**config.mk**
```make
export PLATFORM = sky130hd
export DESIGN_NAME = aes_blk_packer
export DESIGN_NICKNAME = d
export VERILOG_FILES = /design/src/rtl/aes_blk_packer.sv
export SDC_FILE = /design/constraint.sdc
export NUM_CORES = 1
export LEC_CHECK = 0
export ABC_AREA = 1
export BUFFER_PORTS_ARGS = -buffer_cell sky130_fd_sc_hd__buf_2
export CORE_MARGIN = 5
export CORE_UTILIZATION = 54
export CTS_BUF_LIST = sky130_fd_sc_hd__clkbuf_8
export CTS_CLUSTER_SIZE = 24
export DETAILED_ROUTE_END_ITERATION = 10
export PLACE_DENSITY_LB_ADDON = 0.05
export SKIP_LAST_GASP = 1
export SYNTH_ARGS = -nofsm -noshare
export SYNTH_HDL_FRONTEND = slang
export SYNTH_SLANG_ARGS = --single-unit
```
**constraint.sdc**
```tcl
create_clock -name clk -period 2.1 [get_ports clk]
set_clock_uncertainty 0.05 [all_clocks]
set_input_delay 0.42 -clock clk [delete_from_list [all_inputs] [get_ports clk]]
set_output_delay 0.42 -clock clk [all_outputs]
set_load 0.02 [all_outputs]
```
**src/rtl/aes_blk_packer.sv**
```systemverilog
// aes_blk_packer: packs a 32-bit inbound word stream into 128-bit AES blocks tagged with tlast.
// Ports: clk/resetn (async, active-low); s_axis_tdata/tvalid/tlast/tready inbound words;
//        blk_tdata {tlast, block}/blk_tvalid/blk_tready outbound blocks; pad_err sticky
//        short-packet flag; blk_count blocks delivered since reset (wraps at 16 bits).

// Generic shift-style FIFO: head entry is always mem_q[0], so the output is a plain register.
// Latency: a pushed entry is visible on out_dat/out_vld the cycle after the push.
// Backpressure: push is ignored when full unless a pop happens in the same cycle; count exposed for the caller.
module aes_blk_fifo #(
    parameter int WIDTH = 129,
    parameter int DEPTH = 2,
    parameter int CW    = $clog2(DEPTH + 1)
) (
    input  logic             clk,
    input  logic             resetn,
    input  logic             in_vld,
    input  logic [WIDTH-1:0] in_dat,
    output logic             out_vld,
    output logic [WIDTH-1:0] out_dat,
    input  logic             out_rdy,
    output logic [CW-1:0]    count
);

    logic [WIDTH-1:0] mem_q [DEPTH];
    logic [WIDTH-1:0] mem_d [DEPTH];
    logic [CW-1:0]    count_q;
    logic [CW-1:0]    count_d;
    logic [CW-1:0]    wr_idx;
    logic             vld_q;
    logic             do_pop;
    logic             do_push;

    assign do_pop  = vld_q && out_rdy;
    assign do_push = in_vld && ((count_q < CW'(DEPTH)) || do_pop);
    // With a simultaneous pop the entries shift down first, so the new entry lands one slot lower.
    assign wr_idx  = count_q - CW'(do_pop);
    assign count_d = count_q + CW'(do_push) - CW'(do_pop);

    always_comb begin
        for (int i = 0; i < DEPTH; i++) begin
            mem_d[i] = mem_q[i];
        end
        if (do_pop) begin
            for (int i = 0; i < DEPTH - 1; i++) begin
                mem_d[i] = mem_q[i + 1];
            end
            mem_d[DEPTH-1] = '0;
        end
        for (int i = 0; i < DEPTH; i++) begin
            if (do_push && (wr_idx == CW'(i))) begin
                mem_d[i] = in_dat;
            end
        end
    end

    always_ff @(posedge clk or negedge resetn) begin
        if (!resetn) begin
            count_q <= '0;
            vld_q   <= 1'b0;
            for (int i = 0; i < DEPTH; i++) begin
                mem_q[i] <= '0;
            end
        end else begin
            count_q <= count_d;
            vld_q   <= (count_d != '0);
            for (int i = 0; i < DEPTH; i++) begin
                mem_q[i] <= mem_d[i];
            end
        end
    end

    assign out_vld = vld_q;
    assign out_dat = mem_q[0];
    assign count   = count_q;

endmodule

// Word-to-block packer: four words (or fewer, ended by tlast) form one zero-padded block.
// Latency: blk_tvalid rises the cycle after the completing word is accepted; 1 word/cycle sustained.
// Backpressure: a completing word stalls only while the 2-entry output FIFO is full (registered occupancy).
module aes_blk_packer #(
    parameter int BUS_DATA_WIDTH = 32,
    parameter int BLK_WIDTH      = 128
) (
    input  logic                      clk,
    input  logic                      resetn,
    input  logic [BUS_DATA_WIDTH-1:0] s_axis_tdata,
    input  logic                      s_axis_tvalid,
    input  logic                      s_axis_tlast,
    output logic                      s_axis_tready,
    output logic [BLK_WIDTH:0]        blk_tdata,
    output logic                      blk_tvalid,
    input  logic                      blk_tready,
    output logic                      pad_err,
    output logic [15:0]               blk_count
);

    localparam int NLANE = BLK_WIDTH / BUS_DATA_WIDTH;
    localparam int FDEPTH = 2;
    localparam int FCW    = $clog2(FDEPTH + 1);

    typedef enum logic [1:0] {FILL0, FILL1, FILL2, FILL3} fill_e;

    fill_e                     state_q;
    fill_e                     state_d;
    logic [1:0]                lane_idx;
    logic [BUS_DATA_WIDTH-1:0] lane_q [NLANE];
    logic [BLK_WIDTH-1:0]      blk_asm;
    logic                      run_q;
    logic                      last_lane;
    logic                      completes;
    logic                      word_acc;
    logic                      blk_push;
    logic                      blk_pop;
    logic [FCW-1:0]            fifo_count;
    logic                      pad_err_q;
    logic [15:0]               blk_count_q;

    // State register: current fill lane.
    always_ff @(posedge clk or negedge resetn) begin
        if (!resetn) begin
            state_q <= FILL0;
        end else begin
            state_q <= state_d;
        end
    end

    // Next state: advance one lane per accepted word, return to FILL0 when a block completes.
    always_comb begin
        state_d = state_q;
        if (word_acc) begin
            if (completes) begin
                state_d = FILL0;
            end else begin
                case (state_q)
                    FILL0:   state_d = FILL1;
                    FILL1:   state_d = FILL2;
                    FILL2:   state_d = FILL3;
                    default: state_d = FILL0;
                endcase
            end
        end
    end

    // Outputs of the fill FSM. run_q keeps tready low until the first edge after reset release.
    // Only completing words look at FIFO occupancy, and occupancy is a register, so blk_tready
    // never reaches s_axis_tready combinationally.
    always_comb begin
        lane_idx      = state_q;
        last_lane     = (state_q == FILL3);
        completes     = last_lane || s_axis_tlast;
        s_axis_tready = run_q && (!completes || (fifo_count < FCW'(FDEPTH)));
    end

    assign word_acc = s_axis_tvalid && s_axis_tready;
    assign blk_push = word_acc && completes;
    assign blk_pop  = blk_tvalid && blk_tready;

    // Lanes above the current one are always zero (cleared on every push), which gives the padding.
    always_comb begin
        blk_asm = '0;
        for (int i = 0; i < NLANE; i++) begin
            if (lane_idx == 2'(i)) begin
                blk_asm[i*BUS_DATA_WIDTH +: BUS_DATA_WIDTH] = s_axis_tdata;
            end else begin
                blk_asm[i*BUS_DATA_WIDTH +: BUS_DATA_WIDTH] = lane_q[i];
            end
        end
    end

    always_ff @(posedge clk or negedge resetn) begin
        if (!resetn) begin
            run_q       <= 1'b0;
            pad_err_q   <= 1'b0;
            blk_count_q <= '0;
            for (int i = 0; i < NLANE; i++) begin
                lane_q[i] <= '0;
            end
        end else begin
            run_q <= 1'b1;
            if (word_acc) begin
                if (completes) begin
                    for (int i = 0; i < NLANE; i++) begin
                        lane_q[i] <= '0;
                    end
                    if (!last_lane) begin
                        pad_err_q <= 1'b1;
                    end
                end else begin
                    lane_q[lane_idx] <= s_axis_tdata;
                end
            end
            if (blk_pop) begin
                blk_count_q <= blk_count_q + 16'd1;
            end
        end
    end

    aes_blk_fifo #(
        .WIDTH (BLK_WIDTH + 1),
        .DEPTH (FDEPTH),
        .CW    (FCW)
    ) u_out_fifo (
        .clk     (clk),
        .resetn  (resetn),
        .in_vld  (blk_push),
        .in_dat  ({s_axis_tlast, blk_asm}),
        .out_vld (blk_tvalid),
        .out_dat (blk_tdata),
        .out_rdy (blk_tready),
        .count   (fifo_count)
    );

    assign pad_err   = pad_err_q;
    assign blk_count = blk_count_q;

endmodule

```
==> results of run 1 <==
per-layer routing:
layer	wire, um	global-route usage (%)	vias up
li1	-	-	8557
met3	4210	5.77	108
met1	25300	36.0	8280
met5	0	0	-
met2	27100	42.3	542
met4	2220	11.0	0
area by class of cell:
class | count | share of cell area (%)
repair buffers | 298 | 10.5
well taps | 511 | 2.70
clock inverters | 34 | 0.829
multi-input cells | 1711 | 31.1
clock buffers | 86 | 5.00
diodes | 1 | 0.0106
inverters | 416 | 6.62
flip-flops and latches | 409 | 43.2
synthesized netlist by cell type (3+ instances only):
library cell     n
nand2_1       1003
buf_4          141
nor2_1         145
xor2_1           7
buf_2           42
inv_2            3
dfrtp_1        409
nand3_1        236
clkbuf_1        94
buf_1           11
ha_1             6
a21oi_1         96
o21ai_1          6
xnor2_1          5
o21ai_0        164
or2_2           32
inv_1          412
state kept, by name, indices dropped and copies added, names as in the netlist, 2 cells and up:
name and flops:
lane_idx 2, u_out_fifo.mem_q 129, u_out_fifo.out_dat 129, u_out_fifo.count 2, lane_q 128, blk_count 16
worst max-delay path, cell delays in order (launching register included):
cell	delay, ns
dfrtp_1	0.39
ha_2	0.20
inv_2	0.08
nand2_4	0.07
buf_6	0.13
nand4_4	0.09
nor2_4	0.06
buf_12	0.13
buf_12	0.14
nor2_4	0.13
buf_12	0.21
buf_16	0.18
nand2_1	0.07
nand2_1	0.08
metrics by stage:
step                TNS [ns]  setup WS, ns
floorplan                  0        0.0425
global placement       -2.61        -0.119
detailed placement     -3.66        -0.116
CTS                        0       0.00456
global route           -2.76       -0.0597
finish              -0.00623      -0.00623
power by group through the flow:
| stage | sequential [mW] | clock (mW) | combinational, mW |
|---|---|---|---|
| after floorplan | 10.3 | 0 | 6.41 |
| after global placement | 10.5 | 0 | 8.33 |
| after detailed placement | 10.5 | 0 | 8.43 |
| after CTS | 10.4 | 7.34 | 8.51 |
| after global routing | 10.6 | 7.70 | 9.92 |
| final | 10.4 | 7.20 | 8.98 |
logic make-up after synthesis:
logic type                 Yosys count  share of synthesized area, %
and+or+nand+nor                   1423                          27.7
buffers and inverters              704                          15.5
DFF                                409                          49.3
AOI/OAI and AO/OA                  269                          6.53
xor gates and xnor gates            12                         0.506
adders and majority gates            6                         0.362
other                                1                        0.0181
worst paths after layout:
check / end / start / cells past startpoint / slack, ns
worst max-delay path: u_out_fifo.out_dat[60] / lane_idx[0] / 13 / -0.006
worst min-delay path: lane_q[98] / s_axis_tdata[2] / 5 / 0.20
worst max register to register: u_out_fifo.out_dat[60] / lane_idx[0] / 13 / -0.006
worst min register to register: lane_q[24] / lane_q[24] / 2 / 0.41
max in group asynchronous: blk_count[11] / resetn / 3 / 0.96
min in group asynchronous: u_out_fifo.out_dat[30] / resetn / 2 / 0.31
what timing repair did:
item                       in CTS  in global routing
hold endpoints to repair       36                  0
hold buffers                    2                  0
cloned                          0                 14
pin swaps                       1                  4
setup endpoints to repair       1                128
buffers inserted                4                 11
resized for setup               4                 25
==> impl_metrics.py, run 1 <==
metrics = {
    "clock_tree": {
        "clk_pin_slew_ns": 0.06,
        "cts_buffers": 72,
        "clk_latency_ns": 0.61,
        "cts.sinks": 409,
        "ctsLongestPathBuffers": 3,
        "htreeDepth": 3,
        "cts_tree": "yes",
        "root_buffer": "clkbuf_8",
    },
    "detailed_routing": {
        "first_pass_iters": 5,
        "postRouteWirelength_um": 58800,
        "dr_total_vias": 17500,
        "ant_nets": 0,
        "wl_per_cell_um": 17.0,
        "drtIter0Drc": 1297,
        "drcViolationCount": 0,
        "viasPerCell": 5.05,
    },
    "critical_path": {
        "crit_path_end_kind": "flop",
        "worst-endpoint-required_ns": 2.59,
        "arrival_ns": 2.59,
        "start_kind": "flop",
        "worst-setup-path-type": "reg -> reg",
        "critPathMaxFanout": 19,
    },
    "finish": {
        "fillers": 3457,
        "fin_area_um2": 23700,
        "multi_input_area_um2": 7380,
        "fin_cells": 3466,
        "final_cell_mix": "nand2_1 (996), inv_1 (436), dfrtp_1 (409), nand3_1 (236), buf_2 (182)",
        "layout_commonest_cell": "nand2_1",
        "final_util_pct": 62.6,
        "synthToLayoutAreaGrowth_pct": 14.1,
        "final_layout_size_suffix_gt1_share_pct": 15.2,
        "regArea_um2": 10200,
        "fin_nets": 2951,
    },
    "power": {
        "finalPower_mw": 26.6,
        "switching_power_mw": 10.2,
        "p_clk_share_pct": 27.1,
        "intPower_mw": 16.4,
        "vdd_drop_max_mv": 0.644,
        "p_per_area_nw_per_um2": 1120,
        "seqPwrFrac_pct": 39.2,
        "combPwrFrac_pct": 33.8,
        "power.leakage_nw": 14.3,
        "p_sw_share_pct": 38.5,
    },
    "floorplanning": {
        "die_y_um": 206,
        "ios": 185,
        "die_w_um": 206,
        "initial_core_util_pct": 54.8,
        "coreArea_um2": 37800,
        "dieArea_um2": 42500,
        "core.rowCount": 71,
    },
    "global_routing": {
        "overflow": 0,
        "grt_max_degree": 162,
        "grt_first_pass_wirelength_um": 90000,
        "grt_pass1_vias": 16700,
        "antenna_found_initial": 2,
        "grt_usage_pct": 26.7,
    },
    "placement": {
        "placed_cells": 3314,
        "dpl.hpwl_um": 35700,
        "place_area_um2": 21800,
        "numPortBuffers": 184,
        "routabilityCongestion": 0.842,
    },
    "worst_hold_path": {
        "hold_path.class": "in -> reg",
    },
    "yosys": {
        "ys_seq_area_share_pct": 49.3,
        "synth_area_per_cell_um2": 7.35,
        "yosys_most_used_dff": "dfrtp_1",
        "ys_async_sr_fraction_pct": 100,
        "ys_ff_latch": 409,
        "yosys_warnings": 0,
        "synth_edf_count": 0,
        "syn-num-nets": 2867,
        "yosysTopAreaCell": "dfrtp_1",
        "synth_cell_types": 27,
        "synth_area_leaders": "dfrtp_1 (49%), nand2_1 (18%), inv_1 (7.5%)",
        "synthesis.instances": 2824,
        "synthesis.area_um2": 20800,
        "yosysTopAreaCellShare_pct": 49.3,
    },
    "sta": {
        "min_period_ns": 2.11,
        "rsz0062_at_grt": "yes",
        "slew_violations": 0,
        "setup_viol": 1,
        "slew_headroom_pct": 43.3,
        "whs_ns": 0.204,
        "fin_ws_ns": -0.00623,
        "hold_violations": 0,
        "max_freq_mhz": 475,
        "period_share_pct": 100,
        "worst_slew_pin_slew_ns": 0.850,
    },
    "run": {
        "max-cap-violations": 0,
    },
    "status": {
        "status": "finished, violations left",
        "failed_checks": "negative setup slack",
    },
}
Note: power is estimated with default switching activity, not from simulation.
==> inputs of run 2 (changes only) <==
--- a/config.mk
+++ b/config.mk
@@ -10,9 +10,9 @@
 export CORE_MARGIN = 5
 export CORE_UTILIZATION = 54
 export CTS_BUF_LIST = sky130_fd_sc_hd__clkbuf_8
-export CTS_CLUSTER_SIZE = 24
 export DETAILED_ROUTE_END_ITERATION = 10
 export PLACE_DENSITY_LB_ADDON = 0.05
+export SETUP_SLACK_MARGIN = 0.2
 export SKIP_LAST_GASP = 1
 export SYNTH_ARGS = -nofsm -noshare
 export SYNTH_HDL_FRONTEND = slang
==> run 2 against run 1 <==
Net effect: the run still ends with negative setup slack left; critical path depth is 2 higher; cell count is 1.1% higher; core utilization is 4.7 points higher; hold slack worse by 0.15 ns; clock power is 3% higher; register-to-register slack worse by 0.24 ns; maximum frequency is 10% lower; worst setup slack worse by 0.24 ns; combinational power is 19% higher.
==> impl_metrics.py, run 2 (synthesized netlist as in run 1, its figures left out) <==
metrics = {
    "sta": {
        "rsz0062_at_grt": "yes",
        "min_period_ns": 2.34,
        "fin_setup_tns_ns": -36.04,
        "whs_ns": 0.0529,
        "max_freq_mhz": 427,
        "slew_violations": 0,
        "period_share_pct": 112,
        "hold_violations": 0,
        "setup_viol": 261,
        "fin_ws_ns": -0.242,
    },
    "critical_path": {
        "r2r_cells": 15,
        "worstPathCellList": "ha_4 -> inv_4 -> nand2_4 -> buf_6 -> buf_6 -> nand4_4 -> nor2_4 -> buf_6 -> buf_12 -> nor2_4 -> clkbuf_16 -> buf_12 -> buf_16 -> nand2_4 -> nand2_2",
        "r2r-end": "u_out_fifo.out_dat[23]",
        "crit_path_end_kind": "flop",
        "worst-setup-path-type": "reg -> reg",
        "cpPeakStageDelay_ns": 0.45,
        "rrSetupSlack_ns": -0.24,
        "arrival_ns": 2.84,
        "slowest_stage": "dfrtp_1",
        "start_kind": "flop",
        "r2r-start": "lane_idx[1]",
        "worst-endpoint-required_ns": 2.60,
        "critPathMaxFanout": 8,
        "cpMostUsedCell": "buf_6",
    },
    "worst_hold_path": {
        "hold_path_depth": 2,
        "hold_path.class": "in -> reg",
        "hold_path_end": "pad_err",
        "hp-start": "s_axis_tlast",
    },
    "power": {
        "finalPower_mw": 28.8,
        "p_sw_share_pct": 39.8,
        "seqPwrFrac_pct": 37.1,
        "combPwrFrac_pct": 37.2,
        "p_per_area_nw_per_um2": 1130,
        "intPower_mw": 17.3,
        "p_clk_share_pct": 25.7,
        "vdd_drop_max_mv": 0.706,
        "switching_power_mw": 11.5,
        "power.leakage_nw": 15.2,
    },
    "global_routing": {
        "overflow": 0,
        "grt_usage_pct": 28.8,
        "grt_pass1_vias": 17200,
        "grt_max_degree": 98,
        "antenna_found_initial": 5,
        "grt_first_pass_wirelength_um": 95500,
    },
    "detailed_routing": {
        "viasPerCell": 5.33,
        "drcViolationCount": 0,
        "ant_nets": 0,
        "dr_total_vias": 18700,
        "drtIter0Drc": 1833,
        "postRouteWirelength_um": 69300,
        "first_pass_iters": 6,
        "wl_per_cell_um": 19.8,
    },
    "placement": {
        "routabilityCongestion": 0.815,
        "pre_cts_slack_ns": -0.0762,
        "dpl.hpwl_um": 35900,
        "numPortBuffers": 184,
    },
    "clock_tree": {
        "ctsLongestPathBuffers": 3,
        "clk_latency_ns": 0.63,
        "htreeDepth": 3,
        "root_buffer": "clkbuf_8",
        "cts_tree": "yes",
        "cts_buffers": 73,
        "cts.sinks": 409,
        "clk_pin_slew_ns": 0.07,
    },
    "floorplanning": {
        "initial_core_util_pct": 54.8,
        "die_y_um": 206,
        "die_w_um": 206,
        "ios": 185,
        "coreArea_um2": 37800,
        "dieArea_um2": 42500,
        "core.rowCount": 71,
    },
    "finish": {
        "regArea_um2": 10200,
        "final_cell_mix": "nand2_1 (876), inv_1 (434), dfrtp_1 (408), nand3_1 (223), buf_2 (182)",
        "fillers": 3165,
        "final_layout_size_suffix_gt1_share_pct": 20.7,
        "fin_nets": 2988,
        "synthToLayoutAreaGrowth_pct": 22.8,
        "layout_commonest_cell": "nand2_1",
        "multi_input_area_um2": 8040,
    },
    "status": {
        "status": "finished, violations left",
        "failed_checks": "negative setup slack",
    },
    "run": {
        "max-cap-violations": 0,
    },
}
## run 2: worst max path at each step
stage                     slack, ns                from                      end  cells past startpoint
final                         -0.24         lane_idx[1]   u_out_fifo.out_dat[23]                     15
after global routing          -0.28         lane_idx[1]   u_out_fifo.out_dat[23]                     15
after CTS                     -0.11         lane_idx[0]            s_axis_tready                      5
after detailed placement      -0.08          blk_tready   u_out_fifo.out_dat[91]                     11
after global placement        -0.02          blk_tready  u_out_fifo.out_dat[107]                     12
after floorplan                0.21  u_out_fifo.out_vld  u_out_fifo.out_dat[108]                     11
## run 2: final cells by class
type | count | area share [%]
sequential | 409 | 40.2
multi-input combinational | 1711 | 31.5
timing repair buffer | 333 | 14.0
inverter | 416 | 6.24
clock buffer | 92 | 4.97
tap | 511 | 2.51
clock inverter | 28 | 0.565
timing repair inverter | 1 | 0.0295
antenna | 2 | 0.0196
## run 2: critical path: cells and delay by family (launching register included)
| family | cells | cell delay (ns) |
|---|---|---|
| adder cells (fa/ha/maj) | 1 | 0.20 |
| AND/OR/NAND/NOR | 6 | 0.53 |
| buffers and inverters | 8 | 1.02 |
| flip-flops | 1 | 0.45 |
## run 2: stage by stage
| step | std cells | utilization, % | cell area (um^2) |
|---|---|---|---|
| floorplan | 2824 | - | 20800 |
| global placement | 3294 | 57.1 | 21600 |
| detailed placement | 3294 | 57.1 | 21600 |
| CTS | 3453 | 63.1 | 23900 |
| global route | 3503 | 67.3 | 25500 |
| finish | 3503 | 67.3 | 25500 |
## run 2: routing by layer
layer / vias to the layer above / GRT usage [%] / share of wire, % / wire [um]
met3: 169 / 5.52 / 8.8 / 6070
met2: 915 / 44.9 / 47 / 32400
met4: 0 / 12.5 / 4.2 / 2920
met1: 8937 / 39.5 / 40 / 27900
met5: - / 0 / 0 / 0
li1: 8656 / - / - / -
## run 2: timing repair
action,CTS,global route
hold buffers,2,0
buffers inserted,21,14
gates resized for setup,36,234
gates cloned,16,34
pin swaps,3,21
hold endpoints to repair,36,0
endpoints found under the setup margin,309,390
## run 2: power groups by stage
stage / logic [mW] / clock network (mW) / registers [mW]
final: 10.7 / 7.39 / 10.7
after floorplan: 6.48 / 0 / 10.4
after global placement: 8.28 / 0 / 10.5
after detailed placement: 8.40 / 0 / 10.5
after global routing: 11.6 / 7.85 / 10.8
after CTS: 9.26 / 7.45 / 10.4
==> inputs of run 3 (changes only) <==
--- a/config.mk
+++ b/config.mk
@@ -8,9 +8,10 @@
 export ABC_AREA = 1
 export BUFFER_PORTS_ARGS = -buffer_cell sky130_fd_sc_hd__buf_2
 export CORE_MARGIN = 5
-export CORE_UTILIZATION = 54
+export CORE_UTILIZATION = 55
 export CTS_BUF_LIST = sky130_fd_sc_hd__clkbuf_8
 export DETAILED_ROUTE_END_ITERATION = 10
+export GPL_TIMING_DRIVEN = 0
 export PLACE_DENSITY_LB_ADDON = 0.05
 export SETUP_SLACK_MARGIN = 0.2
 export SKIP_LAST_GASP = 1
==> run 3 against run 2 <==
Net effect: the flow still finishes with violations (negative setup slack); highest routed layer unchanged; critical path depth unchanged; routed wire length shrank 1.9%; worst setup slack improved by 0.13 ns; total power rose by 9.0%; largest power group is now combinational cells; combinational power up 24%; clock-buffer cell count grew 1.
==> impl_metrics.py, run 3 (synthesized netlist as in run 1, its figures left out) <==
metrics = {
    "status": {
        "status": "finished, violations left",
        "failed_checks": "negative setup slack",
    },
    "power": {
        "vdd_drop_max_mv": 0.676,
        "power.leakage_nw": 16.5,
        "p_per_area_nw_per_um2": 1110,
    },
    "sta": {
        "slew_violations": 0,
        "setup_viol": 112,
        "rsz0062_at_grt": "yes",
        "slew_headroom_pct": 58.6,
        "min_period_ns": 2.22,
        "max_freq_mhz": 451,
        "hold_violations": 0,
        "worst_slew_pin_slew_ns": 0.622,
        "whs_ns": 0.0347,
        "fin_ws_ns": -0.115,
        "period_share_pct": 105,
    },
    "critical_path": {
        "worst-setup-path-type": "reg -> reg",
        "arrival_ns": 2.67,
        "critPathMaxFanout": 8,
        "worst-endpoint-required_ns": 2.56,
        "crit_path_end_kind": "flop",
        "start_kind": "flop",
        "r2r-start": "u_out_fifo.out_vld",
        "startpoint": "u_out_fifo.out_vld",
    },
    "global_routing": {
        "grt_first_pass_wirelength_um": 103000,
        "grt_usage_pct": 31.3,
        "grt_max_degree": 108,
        "antenna_found_initial": 2,
        "overflow": 0,
        "grt_pass1_vias": 19000,
    },
    "floorplanning": {
        "core.rowCount": 71,
        "die_w_um": 204,
        "dieArea_um2": 41700,
        "coreArea_um2": 37500,
        "ios": 185,
        "initial_core_util_pct": 55.4,
        "die_y_um": 204,
    },
    "finish": {
        "layout_commonest_cell": "nand2_1",
        "final_util_pct": 75.5,
        "final_cell_mix": "nand2_1 (776), inv_1 (427), dfrtp_1 (407), nand3_1 (235), buf_2 (194)",
        "final_layout_size_suffix_gt1_share_pct": 34.8,
        "fin_nets": 3225,
        "synthToLayoutAreaGrowth_pct": 36.3,
    },
    "clock_tree": {
        "root_buffer": "clkbuf_8",
        "cts_buffers": 72,
        "clk_pin_slew_ns": 0.06,
        "cts.sinks": 409,
        "htreeDepth": 3,
        "ctsLongestPathBuffers": 3,
        "clk_latency_ns": 0.63,
        "cts_tree": "yes",
    },
    "detailed_routing": {
        "drcViolationCount": 0,
        "dr_total_vias": 19500,
        "drtIter0Drc": 1502,
        "viasPerCell": 5.23,
        "wl_per_cell_um": 18.2,
        "postRouteWirelength_um": 68000,
        "first_pass_iters": 6,
        "ant_nets": 0,
    },
    "worst_hold_path": {
        "hold_path.class": "in -> reg",
        "hp-start": "s_axis_tlast",
    },
    "placement": {
        "dpl.hpwl_um": 41800,
        "pre_cts_slack_ns": -1.05,
        "routabilityCongestion": 0.886,
        "numPortBuffers": 184,
    },
    "run": {
        "max-cap-violations": 0,
    },
}
==> run 3: path summary, 6_finish.rpt <==
| kind | to | slack (ns) | cells after the start |
|---|---|---|---|
| max | u_out_fifo.out_dat[96] | -0.12 | 15 |
| min | u_out_fifo.mem_q[128] | 0.03 | 3 |
| max reg2reg | u_out_fifo.out_dat[96] | -0.12 | 15 |
| min reg2reg | lane_q[30] | 0.41 | 2 |
| max in group asynchronous | u_out_fifo.out_dat[100] | 0.36 | 4 |
| min in group asynchronous | blk_count[5] | 0.31 | 2 |
==> run 3: layout make-up <==
class | instances | area, um^2
Inverter | 416 | 1600
Fill cell | 2755 | 9190
Clock buffer | 93 | 1280
Tap cell | 511 | 639
Timing Repair Buffer | 284 | 2630
Multi-Input combinational cell | 1711 | 9330
Clock inverter | 26 | 101
Sequential cell | 409 | 10200
Buffer | 288 | 2480
Antenna cell | 1 | 2.50
==> run 3: stage by stage <==
step	setup TNS [ns]	power (mW)	cell area, um^2	instances
6_report	-5.97	31.4	28300	3739
5_1_grt	-16.40	33.0	28300	3738
4_1_cts	-0.455	29.4	26500	3712
3_5_place_dp	-237.86	19.9	22500	3523
3_3_place_gp	-3360.57	19.7	22400	3519
2_1_floorplan	0	16.8	20800	2824
==> run 3: report_power, final <==
group / total [mW] / internal, mW / switching, mW
Sequential: 10.8 / 9.48 / 1.33
Clock: 7.25 / 3.92 / 3.33
Combinational: 13.3 / 5.45 / 7.86
Total: 31.4 / 18.9 / 12.5
==> run 3: worst max-delay path, stage by stage (launching register included) <==
cell      delay [ns]
dfrtp_2         0.42
nand2_4         0.09
clkinv_4        0.06
ha_4            0.17
xnor2_4         0.15
nand2_2         0.09
nor2_4          0.15
buf_8           0.14
buf_12          0.10
buf_12          0.15
buf_6           0.12
buf_12          0.10
buf_16          0.11
nand2_4         0.04
o21ai_2         0.09
nand2_1         0.07
==> run 3: layer usage <==
layer  wire length (um)  track usage [%]  vias to the layer above
met2              31200             48.5                      836
met1              27100             42.3                     9339
li1                   -                -                     9133
met3               5520             6.09                      236
met5                  0                0                        -
met4               4130             16.0                        0
==> run 3: timing repair <==
| item | in CTS | in global routing |
|---|---|---|
| endpoints found under the hold margin | 65 | 0 |
| pin swaps | 68 | 78 |
| endpoints found under the setup margin | 395 | 436 |
| cloned | 27 | 10 |
| gates resized for setup | 550 | 493 |
| setup buffers | 42 | 16 |
| hold buffers | 1 | 0 |
